File: src/rtl/rsa_pkg.sv
// Shared types and constants for toy RSA key generation.
// States, error codes and the 8-bit LFSR step used by lfsr8.
package rsa_pkg;

    typedef enum logic [2:0] {
        IDLE,
        GEN,
        ISSUE,
        WAIT,
        DONE,
        FAIL
    } state_e;

    localparam logic [1:0] ERR_NONE    = 2'b00;
    localparam logic [1:0] ERR_TRIES   = 2'b01;
    localparam logic [1:0] ERR_TIMEOUT = 2'b10;

    localparam logic [7:0] LFSR_ZERO_SUB = 8'hA5;
    // Feedback taps: bits 7, 5, 4, 3
    localparam logic [7:0] LFSR_TAPS     = 8'b1011_1000;

    function automatic logic [7:0] lfsr_next(input logic [7:0] s);
        return {s[6:0], ^(s & LFSR_TAPS)};
    endfunction

endpackage

File: src/rtl/lfsr8.sv
// 8-bit Fibonacci LFSR with synchronous load and step enable.
// Ports: clk, rst_n, load, load_val, step -> state. A zero load becomes A5.
module lfsr8
    import rsa_pkg::*;
(
    input  logic       clk,
    input  logic       rst_n,
    input  logic       load,
    input  logic [7:0] load_val,
    input  logic       step,
    output logic [7:0] state
);

    logic [7:0] state_d;
    logic [7:0] state_q;

    // Zero is the lock-up state, so it is never allowed in.
    always_comb begin
        state_d = state_q;
        if (load) begin
            state_d = (load_val == 8'h00) ? LFSR_ZERO_SUB : load_val;
        end else if (step) begin
            state_d = lfsr_next(state_q);
        end
    end

    always_ff @(posedge clk or negedge rst_n) begin
        if (!rst_n) begin
            state_q <= LFSR_ZERO_SUB;
        end else begin
            state_q <= state_d;
        end
    end

    assign state = state_q;

endmodule

File: src/rtl/prime_pair_sequencer.sv
// Drives the shared primality checker to find two distinct primes p, q.
// Ports: start/seed in; chk_* handshake to checker; busy/done/fail/err_code,
// p/q with assume flags and tries out. All outputs are registered.
module prime_pair_sequencer
    import rsa_pkg::*;
#(
    parameter int MIN_CAND     = 11,
    parameter int MAX_TRIES    = 64,
    parameter int WAIT_TIMEOUT = 4096
) (
    input  logic       clk,
    input  logic       rst_n,
    input  logic       start,
    input  logic [7:0] seed,
    output logic       chk_start,
    output logic [7:0] chk_num,
    input  logic       chk_is_prime,
    input  logic       chk_finish,
    input  logic       chk_assume_prime,
    output logic       busy,
    output logic       done,
    output logic       fail,
    output logic [1:0] err_code,
    output logic [7:0] p,
    output logic [7:0] q,
    output logic       p_assumed,
    output logic       q_assumed,
    output logic [7:0] tries
);

    localparam int TW = $clog2(WAIT_TIMEOUT + 1);

    state_e          state_d, state_q;
    logic            chk_start_d, chk_start_q;
    logic [7:0]      chk_num_d, chk_num_q;
    logic            busy_d, busy_q;
    logic            done_d, done_q;
    logic            fail_d, fail_q;
    logic [1:0]      err_d, err_q;
    logic [7:0]      p_d, p_q;
    logic [7:0]      q_d, q_q;
    logic            pa_d, pa_q;
    logic            qa_d, qa_q;
    logic [7:0]      tries_d, tries_q;
    logic            found_d, found_q;
    logic [TW-1:0]   tmo_d, tmo_q;

    logic            lfsr_load;
    logic            lfsr_step;
    logic [7:0]      lfsr_s;
    logic [7:0]      cand;

    lfsr8 u_lfsr (
        .clk      (clk),
        .rst_n    (rst_n),
        .load     (lfsr_load),
        .load_val (seed),
        .step     (lfsr_step),
        .state    (lfsr_s)
    );

    // Candidate is taken from the value the LFSR steps to this cycle.
    assign cand = lfsr_next(lfsr_s) | 8'h01;

    always_comb begin
        state_d     = state_q;
        chk_start_d = 1'b0;
        chk_num_d   = chk_num_q;
        busy_d      = busy_q;
        done_d      = 1'b0;
        fail_d      = 1'b0;
        err_d       = err_q;
        p_d         = p_q;
        q_d         = q_q;
        pa_d        = pa_q;
        qa_d        = qa_q;
        tries_d     = tries_q;
        found_d     = found_q;
        tmo_d       = tmo_q;
        lfsr_load   = 1'b0;
        lfsr_step   = 1'b0;

        unique case (state_q)
            IDLE: begin
                if (start) begin
                    lfsr_load = 1'b1;
                    tries_d   = 8'd0;
                    err_d     = ERR_NONE;
                    p_d       = 8'd0;
                    q_d       = 8'd0;
                    pa_d      = 1'b0;
                    qa_d      = 1'b0;
                    found_d   = 1'b0;
                    busy_d    = 1'b1;
                    state_d   = GEN;
                end
            end
            GEN: begin
                lfsr_step = 1'b1;
                // Small or duplicate candidates are skipped for free.
                if (cand >= 8'(MIN_CAND) && !(found_q && cand == p_q)) begin
                    chk_num_d = cand;
                    state_d   = ISSUE;
                end
            end
            ISSUE: begin
                if (tries_q == 8'(MAX_TRIES)) begin
                    err_d   = ERR_TRIES;
                    fail_d  = 1'b1;
                    busy_d  = 1'b0;
                    state_d = FAIL;
                end else begin
                    chk_start_d = 1'b1;
                    tries_d     = tries_q + 8'd1;
                    tmo_d       = '0;
                    state_d     = WAIT;
                end
            end
            WAIT: begin
                if (chk_finish) begin
                    if (!chk_is_prime) begin
                        state_d = GEN;
                    end else if (!found_q) begin
                        p_d     = chk_num_q;
                        pa_d    = chk_assume_prime;
                        found_d = 1'b1;
                        state_d = GEN;
                    end else begin
                        q_d     = chk_num_q;
                        qa_d    = chk_assume_prime;
                        done_d  = 1'b1;
                        busy_d  = 1'b0;
                        state_d = DONE;
                    end
                end else if (tmo_q == TW'(WAIT_TIMEOUT - 1)) begin
                    err_d   = ERR_TIMEOUT;
                    fail_d  = 1'b1;
                    busy_d  = 1'b0;
                    state_d = FAIL;
                end else begin
                    tmo_d = tmo_q + 1'b1;
                end
            end
            DONE:    state_d = IDLE;
            FAIL:    state_d = IDLE;
            default: state_d = IDLE;
        endcase
    end

    always_ff @(posedge clk or negedge rst_n) begin
        if (!rst_n) begin
            state_q     <= IDLE;
            chk_start_q <= 1'b0;
            chk_num_q   <= 8'd0;
            busy_q      <= 1'b0;
            done_q      <= 1'b0;
            fail_q      <= 1'b0;
            err_q       <= ERR_NONE;
            p_q         <= 8'd0;
            q_q         <= 8'd0;
            pa_q        <= 1'b0;
            qa_q        <= 1'b0;
            tries_q     <= 8'd0;
            found_q     <= 1'b0;
            tmo_q       <= '0;
        end else begin
            state_q     <= state_d;
            chk_start_q <= chk_start_d;
            chk_num_q   <= chk_num_d;
            busy_q      <= busy_d;
            done_q      <= done_d;
            fail_q      <= fail_d;
            err_q       <= err_d;
            p_q         <= p_d;
            q_q         <= q_d;
            pa_q        <= pa_d;
            qa_q        <= qa_d;
            tries_q     <= tries_d;
            found_q     <= found_d;
            tmo_q       <= tmo_d;
        end
    end

    assign chk_start = chk_start_q;
    assign chk_num   = chk_num_q;
    assign busy      = busy_q;
    assign done      = done_q;
    assign fail      = fail_q;
    assign err_code  = err_q;
    assign p         = p_q;
    assign q         = q_q;
    assign p_assumed = pa_q;
    assign q_assumed = qa_q;
    assign tries     = tries_q;

endmodule

File: config.mk
export PLATFORM = sky130hd
export DESIGN_NAME = prime_pair_sequencer
export DESIGN_NICKNAME = d
export VERILOG_FILES = /design/src/rtl/rsa_pkg.sv /design/src/rtl/lfsr8.sv /design/src/rtl/prime_pair_sequencer.sv
export SDC_FILE = /design/constraint.sdc
export NUM_CORES = 1
export LEC_CHECK = 0
export CELL_PAD_IN_SITES_DETAIL_PLACEMENT = 0
export CELL_PAD_IN_SITES_GLOBAL_PLACEMENT = 2
export CORE_MARGIN = 8
export CORE_UTILIZATION = 34
export DETAILED_ROUTE_END_ITERATION = 10
export PLACE_DENSITY = 0.91
export SLEW_MARGIN = 20
export SYNTH_ARGS = -nofsm -noshare
export SYNTH_HDL_FRONTEND = slang
export SYNTH_SLANG_ARGS = --single-unit
export TNS_END_PERCENT = 10
File: constraint.sdc
create_clock -name clk -period 2.92 [get_ports clk]
set_clock_uncertainty 0.2 [all_clocks]
set_input_delay 0.292 -clock clk [delete_from_list [all_inputs] [get_ports clk]]
set_output_delay 0.292 -clock clk [all_outputs]
set_load 0.01 [all_outputs]
# Word-level counts from Yosys, hierarchy flattened
# Cells that the tools add are included.
[op_classes]
mux = 63
n_eq_ne = 20
order_cmp = 1
add_sub_neg = 2
n_reduce_logical = 20
[ops]
columns = ["cell", "n"]
rows = [
  ["8-bit two-way mux", 11],
  ["8-bit one-hot mux with 2 select lines", 3],
  ["13-bit two-way mux", 3],
  ["1-bit two-way mux", 27],
  ["13-bit one-hot mux with 2 select lines", 1],
  ["2-bit inequality test, second input constant", 11],
  ["3-bit two-way mux", 7],
  ["5-bit AND reduction", 3],
  ["13-bit by 1-bit adder with 13-bit output, second input constant", 1],
  ["13-bit by 12-bit == test with 1-bit output, second input constant", 1],
  ["3-bit one-hot mux with 4 select lines", 1],
  ["3-bit inequality test, second input constant", 3],
  ["8-bit by 1-bit adder with 8-bit output, second input constant", 1],
  ["8-bit by 7-bit == test with 1-bit output, second input constant", 1],
  ["8-bit == test", 1],
  ["8-bit by 4-bit greater-or-equal comparator with 1-bit output, second input constant", 1],
  ["8-bit logical NOT", 1],
  ["2-bit two-way mux", 4],
  ["1-bit one-hot mux with 2 select lines", 4],
  ["4-bit AND reduction", 2],
  ["2-bit nonzero test", 4],
  ["8-bit XOR reduction", 1],
  ["3-bit by 2-bit == test with 1-bit output, second input constant", 2],
  ["2-bit one-hot mux with 3 select lines", 1],
  ["9 further kinds", 11],
]
[word_totals]
input_bits = 14
output_inout_bits = 40
word_cells = 121
ff_bits = 65

# Depth between registers and ports, before layout
# Gate-level depths: netlist of the first run.
[depth]
ltp_word = 6
depth_mapped = 7
depth_no_buf = 7

# Modules after synthesis
# Synthesis of the first run repeated with hierarchy kept, for this count alone.
[unflattened]
hier_cells = 317
area_unflattened_um2 = 3208.1
[modules_own_cells]
columns = ["mod", "area_per_inst_um2", "seq_area_each_um2", "cells_per_inst", "instances"]
rows = [
  ["prime_pair_sequencer", 2743.9, 1426.4, 270, 1],
  ["lfsr8", 464.2, 205.2, 47, 1],
]

# Worst setup path after synthesis of the first run
# Ideal clock, no wire load.
[synth_path]
kind = "register to register"
startpoint = "register u_lfsr.state_q[5], in the netlist u_lfsr.state[5]"
endpoint = "register chk_num_q[1], in the netlist chk_num[1]"
path_stages_with_launch = 5
synth_period_minus_slack_ns = 2.144
required_ns = 2.595
slack_ns = 0.776
arrival_time_ns = 1.819
setup_ns = 0.125
n_path_buf = 0
path_cell_list = "dfstp_2 xor2_1 or4_4 o211ai_4 mux2_2"
[synth_via]
elab_chain_len = 5
elab_cells_between_ends = 6
classes_between = "order compare: 1; eq/ne: 1; reduce/logical: 4"
[synth_lines]
columns = ["element", "line", "rtl"]
rows = [
  ["from (decl)", "lfsr8.sv:15", "logic [7:0] state_q;"],
  ["from (signal assigned)", "lfsr8.sv:31", "state_q <= state_d;"],
  ["branches (longest 3 deep; another with 8-bit by 4-bit greater-or-equal comparator with 1-bit output)", "-", ""],
  ["1-bit logical AND *", "prime_pair_sequencer.sv:101", "if (cand >= 8'(MIN_CAND) && !(found_q && cand == p_q)) begin"],
  ["2-bit AND reduction (no line) *", "-", ""],
  ["to (signal assigned)", "prime_pair_sequencer.sv:169", "chk_num_q <= chk_num_d;"],
  ["to (decl)", "prime_pair_sequencer.sv:35", "logic [7:0] chk_num_d, chk_num_q;"],
]
# Every way passes the cells marked *.
# A chain may end at the register's enable or synchronous reset.

# Final worst setup path of the first run
[layout_path]
startpoint = "register state_q[2]"
endpoint = "register p_q[4], in the netlist p[4]"
[layout_via]
elab_chain_len = 3
elab_cells_between_ends = 9
classes_between = "eq/ne: 5; mux: 1; reduce/logical: 3"
[layout_lines]
columns = ["element", "line", "rtl"]
rows = [
  ["from (decl)", "prime_pair_sequencer.sv:33", "state_e state_d, state_q;"],
  ["from (signal assigned)", "prime_pair_sequencer.sv:167", "state_q <= state_d;"],
  ["3-bit by 2-bit == test with 1-bit output or 3-bit logical NOT (tied branches)", "prime_pair_sequencer.sv:83", "unique case (state_q)"],
  ["2-bit inequality test (no line) or 2-bit nonzero test (tied branches)", "-", ""],
  ["5-bit AND reduction (no line)", "-", ""],
  ["to (signal assigned)", "prime_pair_sequencer.sv:174", "p_q <= p_d;"],
  ["to (decl)", "prime_pair_sequencer.sv:40", "logic [7:0] p_d, p_q;"],
]
# Parallel ways exist; a longest one is shown, timed or not.

==> flow_summary.json, run 1 <==
{
  "insertedDiodeCount": 0,
  "wl_per_cell_um": 15.4,
  "dpl.hpwl_um": 5620,
  "synth_nets": 317,
  "cpPeakStageDelay_ns": 0.53,
  "finalCriticalPeriod_ns": 2.46,
  "clock_latency_ns": 0.34,
  "ys.flop_type": "dfrtp_1",
  "synth_top_area_cell": "dfrtp_1",
  "p_per_area_nw_per_um2": 984,
  "cp_slowest_cell": "dfrtp_1",
  "globalplace.congestion": 0.736,
  "finalNetCount": 376,
  "yosysWarnings": 0,
  "path_max_fanout": 12,
  "cts_buffers": 9,
  "first_pass_iters": 4,
  "tightest_slew_ns": 0.721,
  "wirelength_um": 7590,
  "finalHoldViolations": 0,
  "setup_viol": 0,
  "p_leak_nw": 1.71,
  "core_area_um2": 9240,
  "clock_path_buffers": 2,
  "final_util_pct": 44.8,
  "synth.distinct_cells": 57,
  "final_max_slew_viol_count": 0,
  "vias_per_cell": 4.99,
  "postSynthCellCount": 299,
  "clk_pin_slew_ns": 0.07,
  "pin_count": 54,
  "synth_edf_count": 0,
  "seq_area_um2": 1630,
  "relSlewSlack_pct": 51.7,
  "end_kind": "flip-flop",
  "drc_errors": 0,
  "cts_root_buf": "clkbuf_8",
  "die_h_um": 113,
  "outcome": "finished, final reports clean",
  "grt_use_total_pct": 12.4,
  "grt_pass1_vias": 2510,
  "synth_xor_area_share_pct": 3.80,
  "ir_worst_vdd_v": 0.000291,
  "grt_max_degree": 39,
  "crit_path_cell_trace": "and3b_1 -> nand3_1 -> o21ai_2 -> mux2_2",
  "postRouteAntennaNets": 0,
  "worstPathArrival_ns": 2.48,
  "multi_input_area_um2": 1470,
  "h-tree-depth": 3,
  "required_ns": 2.94,
  "start_util_pct": 34.9,
  "vias": 2454,
  "synth_top_family_by_area": "simple AND/OR/NAND/NOR gates",
  "drv_cap": 0,
  "crit_cells": 4,
  "synth_compound_area_share_pct": 14.0,
  "synth_most_common_cell": "dfrtp_1",
  "critPathKind": "reg2reg",
  "ys_async_sr_fraction_pct": 100,
  "max_freq_mhz": 406,
  "setup_tns_ns": 0,
  "preCtsSetupSlack_ns": 0.401,
  "worstHoldPathCells": 2,
  "mappedNetlistArea_um2": 3220,
  "reg2regPathDepth": 4,
  "hold_path_class": "reg2reg",
  "die_area_um2": 12900,
  "grt_pass1_wl_um": 12700,
  "crit_buf_inv": 0,
  "drive_gt1_share_pct": 16.3,
  "die_w_um": 113,
  "finalCritPeriodShare_pct": 84.3,
  "cp-start-kind": "flip-flop",
  "port_buffers": 53,
  "synth-seq-cells": 65,
  "synth.mux.area_fraction_pct": 8.31,
  "n_fill_cell": 887,
  "rsz0062_at_grt": "no",
  "cp_top_family": "simple AND/OR/NAND/NOR gates",
  "rows": 35,
  "grt_remaining_overflow": 0,
  "synth.top_cell.area_share_pct": 47.4,
  "postCtsResizedCells": 0,
  "synthTopCellsByArea": "dfrtp_1 (47%), mux2_2 (4.9%), dfstp_2 (3.3%)",
  "yosys.area_share.simple_pct": 17.8,
  "syn_avg_cell_area_um2": 10.8,
  "first_iter_violations": 60,
  "synth_fa_ha_area_share_pct": 1.55,
  "timing.final.ws_setup_ns": 0.459,
  "synth_common_cells": "dfrtp_1 (61), nand2_1 (25), nor2_1 (19)",
  "syn2layout_area_growth_pct": 28.4,
  "cts_tree": "done",
  "antenna_found_initial": 0,
  "ys_seq_area_share_pct": 50.6,
  "clock_sinks": 65
}
state kept, by name, summed over array words and instances, names as in the netlist:
name,flops
q_assumed,1
q,8
u_lfsr.state,8
busy,1
chk_num,8
tmo_q,13
p_assumed,1
p,8
tries,8
err_code,2
chk_start,1
fail,1
found_q,1
done,1
state_q,3
worst reg2reg max path: stages (launching register included):
cell	delay, ns
dfrtp_1	0.53
and3b_1	0.53
nand3_1	0.20
o21ai_2	0.48
mux2_2	0.40
cells in the final DEF, fill, tap and decap left out, types with 7 or more instances in the layout:
master | netlist | routed
a21oi_1 | 14 | 14
clkbuf_8 | 0 | 9
clkdlybuf4s50_1 | 0 | 52
dfrtp_1 | 61 | 61
inv_1 | 13 | 13
mux2_2 | 14 | 14
nand2_1 | 25 | 25
nand3_1 | 12 | 12
nand4_1 | 7 | 7
nor2_1 | 19 | 19
o21ai_0 | 17 | 17
o31ai_1 | 7 | 7
xnor2_1 | 8 | 8
worst paths after layout:
path	to	slack, ns	startpoint
worst max-delay path	p[4]	0.46	state_q[2]
worst min-delay path	q[0]	0.29	q[0]
worst max register to register	p[4]	0.46	state_q[2]
worst min register to register	q[0]	0.29	q[0]
max in group asynchronous	u_lfsr.state[7]	1.50	rst_n
min in group asynchronous	tmo_q[9]	0.32	rst_n
stage by stage:
| stage | hold slack [ns] | power, mW | std cells | cell area [um2] |
|---|---|---|---|---|
| after floorplan | -0.204 | 2.56 | 299 | 3220 |
| after global placement | 0.158 | 3.24 | 475 | 3910 |
| after detailed placement | 0.173 | 3.28 | 475 | 3910 |
| after CTS | 0.298 | 4.13 | 492 | 4140 |
| after global routing | 0.338 | 4.36 | 492 | 4140 |
| final | 0.285 | 4.07 | 492 | 4140 |
routing by layer:
layer | GRT usage, % | share of wire, % | wire length, um
met5 | 0 | 0 | 0
met4 | 5.33 | 1.7 | 129
met3 | 3.99 | 4.9 | 374
met2 | 19.4 | 47 | 3550
met1 | 15.4 | 47 | 3530
where the power goes:
group          total, mW  internal, mW  switching, mW
registers           1.56          1.21          0.344
clock network      0.841         0.480          0.360
logic               1.68         0.873          0.802
total               4.07          2.57           1.51
cell type report:
type                            instances  share of cell area (%)
Clock inverter                          7                    2.27
Timing Repair Buffer                   61                    14.5
Multi-Input combinational cell        207                    35.6
Tap cell                              129                    3.90
Sequential cell                        65                    39.4
Clock buffer                            9                    2.99
Inverter                               14                    1.27
cell families (layout without fill, tap and decap cells):
kind of cell	count (synthesis)	count (layout)
multiplexers	23	23
XOR/XNOR	14	14
AO/OA/AOI/OAI	63	63
AND/OR/NAND/NOR	103	103
flip-flops	65	65
adder cells (fa/ha/maj)	4	4
buffers and inverters	27	91
timing repair:
action,CTS,global route
endpoints found under the hold margin,27,0
setup endpoints to repair,0,0
hold buffers,1,0
buffers inserted,0,0
No activity file was read; power rests on OpenSTA's default activity.
==> run 2, diff against run 1 <==
clock period = 2.4 ns   (was 2.92 ns; I/O delays follow)
==> run 2 against run 1 <==
Via count is 2.2% higher. Critical path depth unchanged. Worst setup slack got worse by 0.36 ns. Die area unchanged. Clock power is 49% higher. Largest power group unchanged.
==> flow_summary.json, run 2 (synthesis gave the netlist of run 1 again) <==
{
  "outcome": "finished, final reports clean",
  "sw_frac_of_total_pct": 35.3,
  "vias": 2509,
  "fin_worst_hold_slack_ns": 0.221,
  "grt_use_met1_pct": 16.3,
  "setup_viol": 0,
  "p_int_mw": 3.44,
  "wl_per_cell_um": 15.4,
  "pwr-share-clk_pct": 23.4,
  "layout_common_cells": "dfrtp_1 (61), clkdlybuf4s50_1 (52), nand2_1 (25), nor2_1 (19), buf_4 (19)",
  "grt_use_total_pct": 12.6,
  "cp-start-kind": "flip-flop",
  "finalNonFillerCells": 505,
  "setup_tns_ns": 0,
  "drv_cap": 0,
  "multi_input_area_um2": 1470,
  "ctsHoldBuffers": 1,
  "reg2regPathDepth": 4,
  "regMostFlops": "tmo_q",
  "timing.final.ws_setup_ns": 0.100,
  "design_area_um2": 4280,
  "tightest_slew_ns": 0.597,
  "final_common_cell": "dfrtp_1",
  "seq_area_um2": 1630,
  "switchingPower_mw": 1.88,
  "finalCritPeriodShare_pct": 95.8,
  "postRouteAntennaNets": 0,
  "syn2layout_area_growth_pct": 32.9,
  "clock_latency_ns": 0.33,
  "pin_count": 54,
  "grt_pass1_wl_um": 13100,
  "endpoint": "chk_num[1]",
  "cp_slowest_cell": "dfstp_2",
  "worstPathArrival_ns": 2.31,
  "p_per_area_nw_per_um2": 1240,
  "dp_cells": 488,
  "final_util_pct": 46.4,
  "n_fill_cell": 875,
  "cts_buffers": 9,
  "rows": 35,
  "die_w_um": 113,
  "crit_start": "u_lfsr.state[5]",
  "p_leak_nw": 1.80,
  "reg2reg_to": "chk_num[1]",
  "drive_gt1_share_pct": 19.1,
  "antenna_found_initial": 0,
  "critPathKind": "reg2reg",
  "place_area_um2": 4010,
  "finalPower_mw": 5.32,
  "clk_pin_slew_ns": 0.08,
  "die_area_um2": 12900,
  "crit_cells": 4,
  "relSlewSlack_pct": 59.9,
  "rsz0062_at_grt": "no",
  "max_freq_mhz": 435,
  "dpl.hpwl_um": 5710,
  "postCtsSetupRepairBufs": 0,
  "rrSetupSlack_ns": 0.10,
  "port_buffers": 53,
  "hold_path_class": "in2async",
  "preCtsSetupSlack_ns": 0.0502,
  "end_kind": "flip-flop",
  "cpPeakStageDelay_ns": 0.60,
  "grt_max_degree": 66,
  "path_max_fanout": 8,
  "grtUsageMet3_pct": 2.77,
  "crit_path_cell_trace": "xor2_1 -> or4_4 -> o211ai_4 -> mux2_2",
  "ir_worst_vdd_v": 0.000431,
  "clock_sinks": 65,
  "cts_root_buf": "clkbuf_8",
  "globalplace.congestion": 0.752,
  "rr_startpoint": "u_lfsr.state[5]",
  "grt_pass1_vias": 2564,
  "grt_util_met2_pct": 20.0,
  "cts_tree": "done",
  "cp_top_family": "flip-flops",
  "finalHoldViolations": 0,
  "insertedDiodeCount": 0,
  "gr-max-usage-layer": "met2",
  "comb_power_share_pct": 42.1,
  "largest_reg_flops": 13,
  "crit_buf_inv": 0,
  "wirelength_um": 7790,
  "core_area_um2": 9240,
  "postCtsResizedCells": 0,
  "grt_remaining_overflow": 0,
  "required_ns": 2.41,
  "final_max_slew_viol_count": 0,
  "h-tree-depth": 3,
  "seq_power_share_pct": 34.5,
  "vias_per_cell": 4.97,
  "finalNetCount": 389,
  "first_pass_iters": 5,
  "clock_path_buffers": 2,
  "start_util_pct": 34.9,
  "die_h_um": 113,
  "first_iter_violations": 109,
  "finalCriticalPeriod_ns": 2.30,
  "drc_errors": 0
}
==> run 2: cell types whose count changed in the layout (fill, tap and decap cells not counted), sizes merged <==
cell,before,now
clkinvlp,2,0
inv,15,14
bufinv,2,4
buf,8,21
clkinv,2,3
==> run 2: tightest hold or removal path, stage by stage <==
cell           delay (ns)
dlygate4sd3_1        0.52
buf_2                0.12
buf_12               0.29
==> run 2: power by group through the flow <==
stage	combinational [mW]	clock, mW	sequential, mW
4_1_cts	2.27	1.27	1.84
3_3_place_gp	2.23	0	1.85
3_5_place_dp	2.26	0	1.85
6_report	2.24	1.25	1.83
5_1_grt	2.47	1.32	1.89
2_1_floorplan	1.27	0	1.85
==> run 2: how the worst min path moves through the flow <==
stage                             end  slack [ns]  cells after the start
final                        tmo_q[6]        0.22                      3
after global routing        tmo_q[10]        0.28                      3
after CTS                 err_code[1]        0.25                      3
after global placement       tmo_q[8]        0.08                      2
after floorplan                  busy       -0.26                      0
after detailed placement    tmo_q[10]        0.09                      2
==> run 2: layout make-up <==
type                       instances  area share (%)
sequential                        65            38.1
multi-input combinational        207            34.4
timing repair buffer              74            16.3
tap                              129            3.77
clock inverter                     7            3.33
clock buffer                       9            2.89
inverter                          14            1.23
==> run 2: per-layer routing <==
layer / wire (um) / share of wire [%] / vias up
met3: 277 / 3.6 / 4
met2: 3750 / 48 / 46
li1: - / - / 1229
met5: 0 / 0 / -
met1: 3690 / 47 / 1230
met4: 68 / 0.87 / 0
==> edit: new RTL, settings of run 2 <==
Add an input register stage for `start`, `seed`, `chk_is_prime`, `chk_finish` and `chk_assume_prime`, without a reset; this delays them by one clock.
--- a/src/rtl/prime_pair_sequencer.sv
+++ b/src/rtl/prime_pair_sequencer.sv
@@ -30,6 +30,20 @@
 
     localparam int TW = $clog2(WAIT_TIMEOUT + 1);
 
+    logic start_q;
+    logic [7:0] seed_q;
+    logic chk_is_prime_q;
+    logic chk_finish_q;
+    logic chk_assume_prime_q;
+
+    always_ff @(posedge clk) begin
+        start_q            <= start;
+        seed_q             <= seed;
+        chk_is_prime_q     <= chk_is_prime;
+        chk_finish_q       <= chk_finish;
+        chk_assume_prime_q <= chk_assume_prime;
+    end
+
     state_e          state_d, state_q;
     logic            chk_start_d, chk_start_q;
     logic [7:0]      chk_num_d, chk_num_q;
@@ -54,7 +68,7 @@
         .clk      (clk),
         .rst_n    (rst_n),
         .load     (lfsr_load),
-        .load_val (seed),
+        .load_val (seed_q),
         .step     (lfsr_step),
         .state    (lfsr_s)
     );
@@ -82,7 +96,7 @@
 
         unique case (state_q)
             IDLE: begin
-                if (start) begin
+                if (start_q) begin
                     lfsr_load = 1'b1;
                     tries_d   = 8'd0;
                     err_d     = ERR_NONE;
@@ -117,17 +131,17 @@
                 end
             end
             WAIT: begin
-                if (chk_finish) begin
-                    if (!chk_is_prime) begin
+                if (chk_finish_q) begin
+                    if (!chk_is_prime_q) begin
                         state_d = GEN;
                     end else if (!found_q) begin
                         p_d     = chk_num_q;
-                        pa_d    = chk_assume_prime;
+                        pa_d    = chk_assume_prime_q;
                         found_d = 1'b1;
                         state_d = GEN;
                     end else begin
                         q_d     = chk_num_q;
-                        qa_d    = chk_assume_prime;
+                        qa_d    = chk_assume_prime_q;
                         done_d  = 1'b1;
                         busy_d  = 1'b0;
                         state_d = DONE;
Behaviour: not the same (Yosys sat finds a counterexample within 4 cycles, from zero or initial values and one cycle with rst_n low).
==> edit against run 2 <==
Via count up 8.7%; total power down 4.3%; sequential power up 10%; cell area up 5.4%; critical path type unchanged; sequential share of layout area up 3.4 points; highest routed layer unchanged; area after synthesis up 9.1%; sequential cell count up 12; routed wire length up 6.0%; worst setup slack better by 52 ps; hold slack worse by 98 ps; core utilization down 2.0 points; synthesized cell count up 9.4%; clock power down 28%.
==> edit: results (changes against run 2) <==
[outcome]
status = finished clean

[worst_hold_path]
hold_end = seed_q[4]$_DFF_P_
hold_class = in2reg
holdPathStages = 1

[clock_tree]
worstSkewPairLatency_ps = 350  ; +20 ps
numCtsBuffers = 9  ; unchanged
cts-htree-levels = 3  ; unchanged
root_buffer = clkbuf_8

[drt]
wire_per_inst_um = 15.3  ; -0.87%
viasPerCell = 5.05  ; +1.6%
drt_iter0_markers = 112  ; +2.8%
drt-pass1-iter-count = 4  ; -1
wirelength_um = 8260  ; +6.0%

[power]
leakage_nw = 1.88  ; +4.6%
max-vdd-ir-drop_uv = 441  ; +2.3%

[grt]
grt_start_max_net_pins = 32  ; -52%
track_usage_pct = 12.4  ; -0.24 points
grt_pass1_wl_um = 14200  ; +8.7%
grt_pass1_vias = 2747  ; +7.1%

[layout]
drive_gt1_share_pct = 19.1  ; -0.090 points
fin_nets = 417  ; +7.2%

[synth]
synth_cells = 327  ; +9.4%
synth.distinct_cells = 56  ; -1.8%
syn_nets = 345  ; +8.8%
yosysWarnings = 0  ; unchanged
ys_seq_area_share_pct = 53.2  ; +2.6 points
synthTopCellsByCount = dfrtp_1 (61), nand2_1 (28), mux2_2 (21), nor2_1 (17)
synthArstFlopShare_pct = 84.4  ; -16 points
synth.area.top_cells = dfrtp_1 (43%), dfxtp_1 (6.8%), mux2_2 (6.7%)

[worst_setup_path]
rr_worst_depth = 7  ; +3
path_max_fanout = 4  ; -4
r2r_end = tmo_q[10]$_DFFE_PN0P_
r2r_start = tries[1]$_DFFE_PN0P_
reg2reg_slack_ps = 150  ; +50 ps
critical-path-top-delay-family = simple AND/OR/NAND/NOR gates
cpPeakStageDelay_ps = 510  ; -90 ps
crit_slowest_cell = or3b_2

[place]
place_congestion = 0.822  ; +9.3%
hpwl_um = 6190  ; +8.5%
dp_slack_ps = 125  ; +74.8 ps
placedCellCount = 523  ; +7.2%

[sta]
max_slew_margin_pct = 46.5  ; -13 points
timing.hold.ws_ps = 124  ; -97.7 ps

edit: logic make-up after synthesis:
group / Yosys count / share of synthesized area, %
muxes: 24 / 7.58
and+or+nand+nor: 120 / 19.3
buffers and inverters: 26 / 3.13
xor gates and xnor gates: 14 / 3.49
adders and majority gates: 4 / 1.42
DFF: 77 / 53.2
AOI/OAI and AO/OA: 62 / 11.9
edit: layer usage:
metal,global-route usage (%),up-vias,share of wire [%]
met5,0,-,0
met4,5.04,0,1.6
met3,2.35,10,4.0
met2,18.5,65,43
met1,17.3,1318,51
li1,-,1334,-
edit: worst max-delay path by stage:
stage | endpoint | slack, ps | cells past startpoint | start
after global placement | state_q[1]$_DFFE_PN0P_ | 210 | 5 | tries[1]$_DFFE_PN0P_
after CTS | p[0]$_DFFE_PN0P_ | 100 | 3 | state_q[0]$_DFFE_PN0P_
after detailed placement | p[4]$_DFFE_PN0P_ | 130 | 3 | state_q[0]$_DFFE_PN0P_
after floorplan | tmo_q[10]$_DFFE_PN0P_ | 160 | 7 | tries[0]$_DFFE_PN0P_
final | tmo_q[10]$_DFFE_PN0P_ | 150 | 7 | tries[1]$_DFFE_PN0P_
after global routing | chk_num[3]$_DFFE_PN0P_ | 40 | 4 | u_lfsr.state[0]$_DFFE_PN1P_
edit: repair_timing:
item	in CTS	in global routing
hold endpoints to repair	17	0
hold buffers	1	0
buffers inserted	0	0
setup endpoints to repair	0	7
resized for setup	0	1
edit: report_power, final:
part	leakage [nW]	internal, mW	switching (mW)
registers	0.949	1.66	0.363
clock network	0.0906	0.388	0.513
logic	0.844	1.14	1.03
edit: layout make-up:
type                       instances  area, µm²
multi-input combinational        224       1540
clock inverter                     7       56.3
timing repair buffer              75        706
sequential                        77       1870
fill                             999       5670
clock buffer                       9        124
tap                              136        170
inverter                          12       45.0
edit: stage by stage:
step	area, µm²	total power [mW]
finish	4520	5.09
global route	4520	5.47
CTS	4510	5.14
detailed placement	4320	4.23
global placement	4320	4.19
floorplan	3520	3.27
